`src/rtl/spi_teensy_master.sv`:
```
// SPI mode-0 bus master for the Teensy link: one chip-select-low frame of
// FRAME_BITS bits, MSB first on MOSI, MISO captured MSB first into data_rx.
module spi_teensy_master #(
  parameter int unsigned FRAME_BITS = 512,
  parameter int unsigned CLK_DIV    = 4,
  parameter int unsigned CS_SETUP   = 2,
  parameter int unsigned CS_HOLD    = 2
) (
  input  logic                  clk,
  input  logic                  reset,
  input  logic                  start,
  input  logic [FRAME_BITS-1:0] data_tx,
  input  logic                  spi_miso,
  output logic                  spi_cs,
  output logic                  spi_clk,
  output logic                  spi_mosi,
  output logic [FRAME_BITS-1:0] data_rx,
  output logic                  busy,
  output logic                  done
);

  localparam logic [2:0] StIdle  = 3'd0;
  localparam logic [2:0] StSetup = 3'd1;
  localparam logic [2:0] StShift = 3'd2;
  localparam logic [2:0] StHold  = 3'd3;
  localparam logic [2:0] StGap   = 3'd4;

  // One shared cycle counter serves every timed phase, so size it for the longest.
  localparam int unsigned MaxA   = (CLK_DIV > CS_SETUP) ? CLK_DIV : CS_SETUP;
  localparam int unsigned MaxCnt = (MaxA > CS_HOLD) ? MaxA : CS_HOLD;
  localparam int unsigned CntW   = (MaxCnt > 1) ? $clog2(MaxCnt) : 1;
  localparam int unsigned BitW   = $clog2(FRAME_BITS);

  localparam logic [CntW-1:0] DivLast   = CntW'(CLK_DIV - 1);
  localparam logic [CntW-1:0] SetupLast = CntW'(CS_SETUP - 1);
  localparam logic [CntW-1:0] HoldLast  = CntW'(CS_HOLD - 1);
  localparam logic [BitW-1:0] BitLast   = BitW'(FRAME_BITS - 1);

  logic [2:0]            state_q, state_d;
  logic [CntW-1:0]       cnt_q, cnt_d;
  logic [BitW-1:0]       bit_q, bit_d;
  logic [FRAME_BITS-1:0] tx_q, tx_d;
  logic [FRAME_BITS-1:0] rx_q, rx_d;
  logic [FRAME_BITS-1:0] data_rx_q, data_rx_d;
  logic                  cs_q, cs_d;
  logic                  sclk_q, sclk_d;
  logic                  done_q, done_d;

  // Next-state logic: frame sequencing, clock division and shifting.
  always_comb begin
    state_d   = state_q;
    cnt_d     = cnt_q;
    bit_d     = bit_q;
    tx_d      = tx_q;
    rx_d      = rx_q;
    data_rx_d = data_rx_q;
    cs_d      = cs_q;
    sclk_d    = sclk_q;
    done_d    = 1'b0;

    unique case (state_q)
      StIdle: begin
        cnt_d = '0;
        bit_d = '0;
        if (start) begin
          tx_d    = data_tx;
          cs_d    = 1'b0;
          state_d = StSetup;
        end
      end
      StSetup: begin
        if (cnt_q == SetupLast) begin
          cnt_d   = '0;
          sclk_d  = 1'b1;
          state_d = StShift;
        end else begin
          cnt_d = cnt_q + 1'b1;
        end
      end
      StShift: begin
        if (cnt_q == DivLast) begin
          cnt_d = '0;
          if (sclk_q) begin
            // Falling drive edge: sample MISO at the end of the high phase,
            // then present the next MOSI bit.
            sclk_d = 1'b0;
            rx_d   = {rx_q[FRAME_BITS-2:0], spi_miso};
            tx_d   = {tx_q[FRAME_BITS-2:0], 1'b0};
            if (bit_q == BitLast) begin
              bit_d   = '0;
              state_d = StHold;
            end else begin
              bit_d = bit_q + 1'b1;
            end
          end else begin
            sclk_d = 1'b1;
          end
        end else begin
          cnt_d = cnt_q + 1'b1;
        end
      end
      StHold: begin
        if (cnt_q == HoldLast) begin
          cnt_d     = '0;
          cs_d      = 1'b1;
          data_rx_d = rx_q;
          done_d    = 1'b1;
          state_d   = StGap;
        end else begin
          cnt_d = cnt_q + 1'b1;
        end
      end
      StGap: begin
        if (cnt_q == HoldLast) begin
          cnt_d   = '0;
          state_d = StIdle;
        end else begin
          cnt_d = cnt_q + 1'b1;
        end
      end
      default: begin
        state_d = StIdle;
        cnt_d   = '0;
        cs_d    = 1'b1;
        sclk_d  = 1'b0;
      end
    endcase
  end

  // State registers; reset abandons any frame in flight.
  always_ff @(posedge clk or negedge reset) begin
    if (!reset) begin
      state_q   <= StIdle;
      cnt_q     <= '0;
      bit_q     <= '0;
      tx_q      <= '0;
      rx_q      <= '0;
      data_rx_q <= '0;
      cs_q      <= 1'b1;
      sclk_q    <= 1'b0;
      done_q    <= 1'b0;
    end else begin
      state_q   <= state_d;
      cnt_q     <= cnt_d;
      bit_q     <= bit_d;
      tx_q      <= tx_d;
      rx_q      <= rx_d;
      data_rx_q <= data_rx_d;
      cs_q      <= cs_d;
      sclk_q    <= sclk_d;
      done_q    <= done_d;
    end
  end

  // Outputs; MOSI is forced low outside the active part of the frame.
  always_comb begin
    spi_cs   = cs_q;
    spi_clk  = sclk_q;
    spi_mosi = ((state_q == StSetup) || (state_q == StShift)) && tx_q[FRAME_BITS-1];
    data_rx  = data_rx_q;
    busy     = (state_q != StIdle);
    done     = done_q;
  end

endmodule
```
`config.mk`:
```
export PLATFORM = sky130hd
export DESIGN_NAME = spi_teensy_master
export DESIGN_NICKNAME = d
export VERILOG_FILES = /design/src/rtl/spi_teensy_master.sv
export SDC_FILE = /design/constraint.sdc
export NUM_CORES = 2
export LEC_CHECK = 0
export CAP_MARGIN = 10
export CORE_UTILIZATION = 25
export CTS_CLUSTER_SIZE = 25
export DETAILED_ROUTE_END_ITERATION = 6
export GPL_ROUTABILITY_DRIVEN = 0
export HOLD_SLACK_MARGIN = 0.03
export PLACE_DENSITY = 0.52
export SYNTH_ARGS = -nofsm -noshare
export SYNTH_HDL_FRONTEND = slang
export SYNTH_SLANG_ARGS = --single-unit
```
`constraint.sdc`:
```
create_clock -name clk -period 3.71 [get_ports clk]
set_input_delay 0.742 -clock clk [delete_from_list [all_inputs] [get_ports clk]]
set_output_delay 0.742 -clock clk [all_outputs]
set_load 0.1 [all_outputs]
```
==> reports/metrics.csv <==
metric,value,unit
outcome,completed,
tightest_slew,1.11,ns
start_util,25.2,%
cap_violations,0,
ir_drop,501,uV
setup_tns,0,ns
syn_nets,7167,
grt_pass1_vias,47700,
p_per_area,597,nW/um^2
antenna_found_initial,45,
rsz0062_at_grt,no,
relSlewSlack,25.7,%
critPathMaxFanout,2,
grt_pass1_wl,300000,microns
synth_area_per_cell,9.42,sq um
period_minus_slack,3.26,ns
drtIter0Drc,2987,
hold_ws,0.454,ns
setup_violations,0,
coreArea,249000,sq um
area_growth,31.4,%
cp-start-kind,flip-flop,
critPathMaxStageDelay,1.19,ns
syn_area,62600,sq um
period_share,87.8,%
cts_setup_buffers,0,
h-tree-depth,4,
endpoint_kind,primary output,
final_core_utilization,33.1,%
yosysUniqueCellTypes,45,
worstPathArrival,2.51,ns
clockBufferDepth,3,
drive_gt1_share,6.42,%
die-area,252000,sq um
dp_hpwl,136000,microns
yosys_register_bits,1553,
crit_family,buffers and inverters,
ant_nets,0,
avgRoutedWirePerCell,18.0,microns
nFillCells,25500,
num_rows,183,
p_leak,40.9,nW
syn_inst,6646,
drc_errors,0,
die_w,502,microns
stdcell_area,82300,sq um
cts.sinks,1553,
drt-pass1-iter-count,5,
worstSkewPairLatency,0.83,ns
async_flop_share,100,%
critPathBufInv,1,
viasPerCell,4.27,
grt_max_degree,189,
final_hold_viol_count,0,
port-buffer-count,1032,
clk_pin_slew,0.06,ns
synth.top_cell.area_share,62.0,%
wl,199000,microns
yosysTopAreaCell,dfrtp_1,
fp.dieH,502,microns
gr-total-overflow,0,
root_buffer,clkbuf_16,
synth-edff-count,0,
holdCritPathClass,flip-flop to flip-flop,
ys.flop_type,dfrtp_1,
grt_use_total,15.5,%
cp_cell_sequence,clkdlybuf4s50_1,
synth-seq-area-share,62.1,%
cp.required,2.97,ns
cts_made_buffers,176,
ios,1033,
worstSetupPathType,flip-flop to primary output,
fmax,307,MHz
vias,47200,
skew,0.0601,ns
netlist_top_cells_area,"dfrtp_1, nand2_1, mux2i_1",
ys_warn_count,0,
cts_tree,built,
finalNetCount,8084,
placed_area,76300,sq um
maxSlewViolCount,0,
cp_slowest_cell,clkdlybuf4s50_1,
[cells by family (layout without fill, tap and decap cells)]
logic type	after synthesis	after routing	share of synthesized area [%]
flip-flops	1553	1553	62.1
AND/OR/NAND/NOR	3623	3623	21.8
XOR/XNOR	2	2	0.0280
other	0	16	0
buffers and inverters	407	1460	3.34
adder cells (fa/ha/maj)	5	5	0.0999
multiplexers	511	511	8.17
AO/OA/AOI/OAI	545	545	4.47
[repair_timing]
item / CTS / global route
hold buffers: 1 / 0
resized for setup: 0 / 0
endpoints found under the hold margin: 57 / 0
[layer usage]
layer  global-route usage (%)  share of wire (%)
met5                        0               0.19
met3                     4.90                7.9
met1                     19.6                 43
met2                     24.7                 46
met4                     5.36                3.1
[sequential cells by signal (all words and copies together) (netlist names)]
| name | flops |
|---|---|
| state_q | 3 |
| bit_q | 9 |
| spi_clk | 1 |
| cnt_q | 2 |
| done | 1 |
| rx_q | 512 |
| tx_q | 512 |
| spi_cs | 1 |
| data_rx | 512 |
[power by group]
part | internal (mW) | switching (mW) | leakage (nW)
Clock | 10.2 | 7.54 | 2.91
Sequential | 19.5 | 1.47 | 21.0
Combinational | 4.08 | 6.24 | 16.9
[worst paths after layout]
kind                                    endpoint  slack, ns                      from  cells after the start
setup reg to reg           tx_q[365]$_DFFE_PN0P_       1.15    state_q[1]$_DFFE_PN0P_                      6
min in group asynchronous   tx_q[37]$_DFFE_PN0P_       0.54                     reset                      2
max in group asynchronous  rx_q[402]$_DFFE_PN0P_       1.92                     reset                      3
hold / removal             rx_q[392]$_DFFE_PN0P_       0.45     rx_q[391]$_DFFE_PN0P_                      2
setup / recovery                    data_rx[510]       0.45  data_rx[510]$_DFFE_PN0P_                      1
hold reg to reg            rx_q[392]$_DFFE_PN0P_       0.45     rx_q[391]$_DFFE_PN0P_                      2
[per-stage QoR]
step | total power [mW] | setup slack [ns] | instances
floorplan | 28.7 | 0.951 | 6646
global placement | 31.6 | 1.01 | 10700
detailed placement | 31.9 | 0.968 | 10700
CTS | 50.0 | 0.381 | 11000
global route | 52.0 | 0.348 | 11000
finish | 49.1 | 0.453 | 11000
[tightest hold or removal path, cell delays in order, from the launching register on]
cell and delay, ns:
dfrtp_1 0.36, nand2_1 0.06, nand2_1 0.05
[cell usage after synthesis, types with 3 or more instances]
cell type,instances
ha_1,5
buf_2,125
dfrtp_1,1552
mux2i_1,511
inv_1,5
nand2b_1,3
clkbuf_1,162
o21ai_1,200
nor2_1,5
nor3_1,4
buf_6,12
a21oi_1,4
nand3_1,4
buf_1,17
clkbuf_4,21
o21ai_0,323
o31ai_1,4
buf_4,64
nand2_1,3594
[placed cells by master, fill, tap and decap left out, types with 3 or more instances in the layout]
master and instances:
nor2_1 5, clkbuf_8 40, nand2_1 3593, a21oi_1 4, o31ai_1 4, inv_6 4, clkdlybuf4s50_1 933, clkinv_2 32
o21ai_1 200, diode_2 16, nor3_1 4, clkinv_16 10, ha_1 5, buf_4 152, clkbuf_16 177, nand3_1 4
buf_12 53, mux2i_1 511, o21ai_0 323, inv_1 5, dfrtp_1 1552, clkbuf_1 35, clkinvlp_4 3, bufinv_16 8
nand2b_1 3
[layout make-up]
cell class	count	area (sq um)	share of cell area [%]
Antenna cell	16	40.0	0.0486
Timing Repair Buffer	1140	11600	14.1
Inverter	6	30.0	0.0365
Multi-Input combinational cell	4686	21700	26.3
Clock buffer	252	5110	6.21
Clock inverter	62	828	1.01
Sequential cell	1553	38900	47.2
Tap cell	3330	4170	5.06
(Power assumes the default switching activity.)
